$ cat config.mk
export PLATFORM = sky130hd
export DESIGN_NAME = cn_minsum_sched
export DESIGN_NICKNAME = d
export VERILOG_FILES = /design/src/rtl/cn_minsum_sched.sv
export SDC_FILE = /design/constraint.sdc
export NUM_CORES = 1
export LEC_CHECK = 0
export ABC_AREA = 0
export BUFFER_PORTS_ARGS = -buffer_cell sky130_fd_sc_hd__buf_2
export CORE_UTILIZATION = 50
export DETAILED_ROUTE_END_ITERATION = 8
export PLACE_DENSITY = 0.72
export REMOVE_ABC_BUFFERS = 1
export SLEW_MARGIN = 40
export SYNTH_ARGS = -nofsm -noshare
export SYNTH_HDL_FRONTEND = slang
export SYNTH_SLANG_ARGS = --single-unit
$ cat constraint.sdc
create_clock -name clk -period 1.7 [get_ports clk]
set_input_delay 0.34 -clock clk [delete_from_list [all_inputs] [get_ports clk]]
set_output_delay 0.34 -clock clk [all_outputs]
set_load 0.01 [all_outputs]
$ cat src/rtl/cn_minsum_sched.sv
// Serial min-sum check-node scheduler: tracks min, second-min, min index and sign parity per row.
// Optional offset min-sum on the row result is built when CN_OFFSET_EN is defined.
module cn_minsum_sched #(
  parameter int PREC    = 5,
  parameter int MAX_DEG = 8,
  parameter int IDX_W   = 3,
  parameter int OFFSET  = 1
) (
  input  logic             clk,
  input  logic             rst,
  input  logic             in_valid,
  output logic             in_ready,
  input  logic             in_sign,
  input  logic [PREC-1:0]  in_mag,
  input  logic             in_last,
  output logic             out_valid,
  input  logic             out_ready,
  output logic [PREC-1:0]  out_min,
  output logic [PREC-1:0]  out_sec_min,
  output logic [IDX_W-1:0] out_min_idx,
  output logic             out_sign,
  output logic [IDX_W:0]   out_deg
);

  typedef enum logic [1:0] {IDLE, ACCUM, HOLD} state_t;
  state_t state, state_nxt;

  logic [PREC-1:0]  run_min, run_sec;
  logic [IDX_W-1:0] run_idx;
  logic             run_sign;
  logic [IDX_W:0]   run_cnt;

  logic             accept, row_end;
  logic [PREC-1:0]  nxt_min, nxt_sec;
  logic [IDX_W-1:0] nxt_idx;

  assign accept  = in_valid && in_ready;
  assign row_end = in_last || (run_cnt == (IDX_W+1)'(MAX_DEG-1));

  always_ff @(posedge clk) begin
    if (rst) state <= IDLE;
    else     state <= state_nxt;
  end

  always_comb begin
    state_nxt = state;
    case (state)
      IDLE:    if (accept) state_nxt = row_end ? HOLD : ACCUM;
      ACCUM:   if (accept && row_end) state_nxt = HOLD;
      HOLD:    if (out_ready) state_nxt = IDLE;
      default: state_nxt = IDLE;
    endcase
  end

  always_comb begin
    in_ready  = (state != HOLD);
    out_valid = (state == HOLD);
  end

  // Ties go to the newest beat, so the min moves into sec_min on equality.
  always_comb begin
    nxt_min = run_min;
    nxt_sec = run_sec;
    nxt_idx = run_idx;
    if (in_mag <= run_min) begin
      nxt_sec = run_min;
      nxt_min = in_mag;
      nxt_idx = run_cnt[IDX_W-1:0];
    end else if (in_mag < run_sec) begin
      nxt_sec = in_mag;
    end
  end

`ifdef CN_OFFSET_EN
  function automatic logic [PREC-1:0] apply_ofs(input logic [PREC-1:0] v);
    return (v > PREC'(OFFSET)) ? v - PREC'(OFFSET) : '0;
  endfunction
`else
  function automatic logic [PREC-1:0] apply_ofs(input logic [PREC-1:0] v);
    return v;
  endfunction
`endif

  always_ff @(posedge clk) begin
    if (rst) begin
      run_min     <= '1;
      run_sec     <= '1;
      run_idx     <= '0;
      run_sign    <= 1'b0;
      run_cnt     <= '0;
      out_min     <= '1;
      out_sec_min <= '1;
      out_min_idx <= '0;
      out_sign    <= 1'b0;
      out_deg     <= '0;
    end else if (accept) begin
      run_min  <= nxt_min;
      run_sec  <= nxt_sec;
      run_idx  <= nxt_idx;
      run_sign <= run_sign ^ in_sign;
      run_cnt  <= run_cnt + 1'b1;
      if (row_end) begin
        out_min     <= apply_ofs(nxt_min);
        out_sec_min <= apply_ofs(nxt_sec);
        out_min_idx <= nxt_idx;
        out_sign    <= run_sign ^ in_sign;
        out_deg     <= run_cnt + 1'b1;
      end
    end else if (state == HOLD && out_ready) begin
      run_min  <= '1;
      run_sec  <= '1;
      run_idx  <= '0;
      run_sign <= 1'b0;
      run_cnt  <= '0;
    end
  end

endmodule

* Yosys cells after proc, flatten, opt, wreduce, memory -nomap -nowiden *
Index checks and enable logic that the tools add are counted.
W data, S select, Z words.

operators by class
  reduce and logical (&&, ||, !) cells = 8
  multiplexer cells = 18
  eq/ne operators = 7
  multiply operators = 0
  shift operators = 0
  bitwise gates (word level) = 1
  div/mod/pow operators = 0
  add/subtract/negate cells = 1
  $lt $le $gt $ge = 2

operators with widths
  operator               count
  $mux W5                6
  $mux W3                3
  $mux W2                4
  $mux W4                2
  $ne A2 B2 Y1 const B   3
  $pmux W2 S3            1
  $le A5 B5 Y1           1
  $lt A5 B5 Y1           1
  $add A4 B1 Y4 const B  1
  $eq A4 B3 Y1 const B   1
  $logic_and A1 B1 Y1    3
  $reduce_and A3 Y1      1
  $eq A2 B1 Y1 const B   1
  $eq A2 B2 Y1 const B   1
  $logic_not A2 Y1       1
  $mux W1                2
  $ne A2 B1 Y1 const B   1
  $reduce_and A2 Y1      1
  $reduce_bool A2 Y1     1
  $logic_or A1 B1 Y1     1
  $xor A1 B1 Y1          1

word-level totals
  memories = 0
  flip-flop bits (word level) = 38
  bits in writable memories = 0
  latch bits = 0
  input port bits = 11
  memory bits (read-only) = 0

* Longest topological paths before layout *
  depth after elaboration = 5
  mapped depth = 8

* Worst setup path after synthesis *
OpenSTA, ideal clock, no wires.

  kind = register -> register
  from = reg run_min[4]
  to = reg run_sec[0]
  setup time = 0.131 ns
  slack = -0.104 ns
  data required time = 1.569 ns
  clock period less this slack = 1.804 ns
  cell stages (with the launch flop) = 9
  arrival = 1.673 ns
  cell sequence = dfxtp_1 -> inv_1 -> ha_1 -> nand4_2 -> o221ai_2 -> o21ai_4 -> buf_6 -> a221oi_2 -> o31ai_1

on the way
  cells in the longest elaborated chain, start to end = 3

RTL lines
  element                 RTL line  source
  start, declared         28        logic [PREC-1:0] run_min, run_sec;
  start signal, assigned  97        run_min <= nxt_min;
  $le A5 B5 Y1            65        if (in_mag <= run_min) begin
  $mux W5                 65
  $mux W5                 96        end else if (accept) begin
  end signal, assigned    98        run_sec <= nxt_sec;
  end, declared           28

No other way between the ends.
A chain may end at the register's enable or synchronous reset.

* Final worst setup path *
Same ends and word-level chain as after synthesis.

==> results.txt <==
Placer Congestion - 0.840
Core Region - 3470 um^2
WHS - 355 ps
Largest net degree at the start of global routing - 29
Worst skew pair latency - 290 ps
Reg2reg path depth - 8
Hold path endpoint - run_sign$_SDFFE_PP0P_
Reg2reg setup slack - -200 ps
Most frequent cells in the layout - 33 x buf_4, 30 x buf_2, 30 x dfxtp_1, 22 x a21oi_1, 22 x nor2_1
Crit. End Element - flop
Internal power - 0.00173 W
P&R area growth vs syn - 45.2%
Seq pwr share - 40.6%
Unique masters post-synth - 43
NumNets Final - 293
Sequential fraction of the synthesis area - 40.2%
Post-DRT Antenna Nets - 0
Grt total ovfl - 0
Switch share - 28.9%
Share of cells above drive strength 1 - 45.4%
P_leak - 1.17 nW
Peak fanout along the critical path - 7
Initial core utilization - 54.6%
# H-tree levels - 2
First-pass GRT wire length - 8.23 mm
WL final - 5.39 mm
Most common cell after layout, fill and taps aside - buf_4
Max cap viols - 0
Root buffer selected by CTS - clkbuf_8
Least-Margin Pin Slew - 408 ps
Yosys warns - 0
RSZ-0062 raised after global routing - yes
CTS Buf Count - 5
Num rows - 21
Die Ht - 63.6 um
Peak VDD IR - 0.687 mV
Setup Skew - 8.43 ps
Post-synthesis register bit count - 38
Total power - 0.00244 W
Avg Inst Size Synth - 9.20 um^2
Worst-path clk slew - 80 ps
WL per Instance - 16.9 um
Final Cell Area - 2750 um^2
Worst Path Required - 1860 ps
Ys flop type - dfxtp_1
Failing checks - setup timing
Startpoint types - flop
Mapped Area - 1890 um^2
Critical Path Stages - 8
Maximum operating frequency - 0.527 GHz
Finish-stage setup viols - 25
Critical path, cell by cell - inv_2 -> ha_4 -> nand4_4 -> o221ai_2 -> o21ai_4 -> buf_12 -> a221oi_4 -> o31ai_2
Clk sink count - 38
Hold path depth - 3
CP max stage delay - 360 ps
Antenna cells - 0
Hold Fails Final Rpt - 0
Vias in the first global route - 1,724
Max-slew headroom - 72.7%
Fin worst setup slack - -198 ps
Initial antenna violation count - 0
Drt drc - 0
DRT Pass-1 Iters - 4
Crit path kind - flop to flop
Starting DRT DRC Count - 109
Switching pwr - 0.000705 W
DP Wirelength - 3.26 mm
Hold wc startpoint - in_sign
Die ar. - 4040 um^2
TNS Setup - -2310 ps
Period utilisation layout - 112%
Die width - 63.6 um
DP Area - 2330 um^2
Post-synth EDFFs - 0
Final worst path period need - 1900 ps
IO Pins - 31
Combinational power share - 28.6%
RR Endpoint - run_sec[0]$_SDFFE_PP1P_
Max Slew Vio Count - 0
CTS Buffer Depth - 2
Number of buffers added on ports - 30
Worst EP arrival - 2060 ps
Slowest cell on crit path - dfxtp_2
Worst Hold Class - primary input to flop
Clock Power Share - 30.8%
Gr usage total - 26.6%
Cell family with most CP delay - compound AO/OA/AOI/OAI gates
Cts hold-fix bufs - 0
CTS tree - built
CP bufs+invs - 2
Synthesized instance count - 206
Vias per cell - 5.83
Async S/R FF share, synth - 0%
Vias - 1,859
Power Density - 887 nW/um^2
Outcome - complete, but fails checks
Pre-CTS WS - -355 ps
RR Startpoint - run_min[4]$_SDFFE_PP1P_
## worst register-to-register path, stage by stage, from the launching register on
cell      delay (ps)
dfxtp_2          360
inv_2             60
ha_4             290
nand4_4          100
o221ai_2         230
o21ai_4          170
buf_12           180
a221oi_4         270
o31ai_2          120
## power groups by stage
| stage | Combinational [W] | Clock, W | Sequential [W] |
|---|---|---|---|
| final | 0.000699 | 0.000750 | 0.000991 |
| after global placement | 0.000506 | 0 | 0.000998 |
| after CTS | 0.000600 | 0.000751 | 0.000985 |
| after floorplan | 0.000267 | 0 | 0.00102 |
| after detailed placement | 0.000515 | 0 | 0.00100 |
| after global routing | 0.000746 | 0.000795 | 0.000996 |
## Yosys cell counts, types with 2 or more instances
cell / instances / share of area (%)
dfxtp_1: 38 / 40
a32oi_1: 5 / 2.3
a32o_1: 3 / 1.6
nand3b_1: 2 / 0.79
inv_1: 12 / 2.4
nor2b_1: 5 / 1.7
mux2_2: 4 / 2.4
o21ai_1: 2 / 0.53
nor2_1: 22 / 4.4
mux2i_1: 12 / 6.3
o21ai_0: 9 / 2.4
xnor2_1: 2 / 0.92
buf_2: 3 / 0.79
nor3_1: 9 / 2.4
clkbuf_1: 5 / 0.99
a211oi_1: 6 / 2.4
buf_6: 2 / 1.2
ha_1: 10 / 6.6
a21oi_1: 24 / 6.3
nand2_1: 7 / 1.4
o221ai_2: 2 / 1.6
## state kept, by name (all words and copies together), names as in the netlist
signal	cells
run_min	5
out_min	5
run_idx	3
run_sign	1
out_min_idx	3
run_sec	5
state	2
out_sec_min	5
out_sign	1
out_deg	4
run_cnt	4
## how the worst max path moves through the flow
stage,from,to,slack (ps)
after floorplan,run_min[4]$_SDFFE_PP1P_,run_idx[0]$_SDFFE_PP0P_,-190
after detailed placement,in_mag[4],run_min[4]$_SDFFE_PP1P_,-360
after global placement,in_mag[4],run_min[2]$_SDFFE_PP1P_,-330
after CTS,run_sec[3]$_SDFFE_PP1P_,run_sec[4]$_SDFFE_PP1P_,-120
after global routing,run_sec[4]$_SDFFE_PP1P_,run_sec[2]$_SDFFE_PP1P_,-220
final,run_min[4]$_SDFFE_PP1P_,run_sec[0]$_SDFFE_PP1P_,-200
## timing repair
action / in CTS / in global routing
buffers inserted: 3 / 3
endpoints found under the hold margin: 0 / 0
endpoints found under the setup margin: 26 / 28
pin swaps: 17 / 18
gates resized for setup: 30 / 23
## cell type report
| type | instances | area (um^2) |
|---|---|---|
| multi-input combinational | 145 | 1260 |
| sequential | 38 | 771 |
| fill | 225 | 717 |
| timing repair buffer | 69 | 509 |
| clock buffer | 7 | 76.3 |
| tap | 46 | 57.6 |
| inverter | 13 | 48.8 |
| clock inverter | 1 | 30.0 |
## through the flow
step           utilization [%]  instances
2_1_floorplan                -        196
3_3_place_gp              67.2        305
3_5_place_dp              67.2        305
4_1_cts                   75.7        316
5_1_grt                   79.3        319
6_report                  79.3        319
## logic make-up after synthesis
| logic type | after synthesis | synth area share (%) |
|---|---|---|
| xor+xnor | 3 | 1.39 |
| mux | 16 | 8.72 |
| compound gates | 61 | 22.3 |
| simple gates | 55 | 15.3 |
| fa+ha+maj | 10 | 6.61 |
| flops | 38 | 40.2 |
| buf+inv | 23 | 5.55 |
## per-layer routing
metal / GRT usage, % / vias up / wire (um)
met5: 0 / - / 0
met4: 10.5 / 0 / 104
met3: 6.34 / 11 / 330
met2: 43.2 / 82 / 2670
met1: 33.5 / 886 / 2280
li1: - / 880 / -
Note: power is estimated with default switching activity, not from simulation.
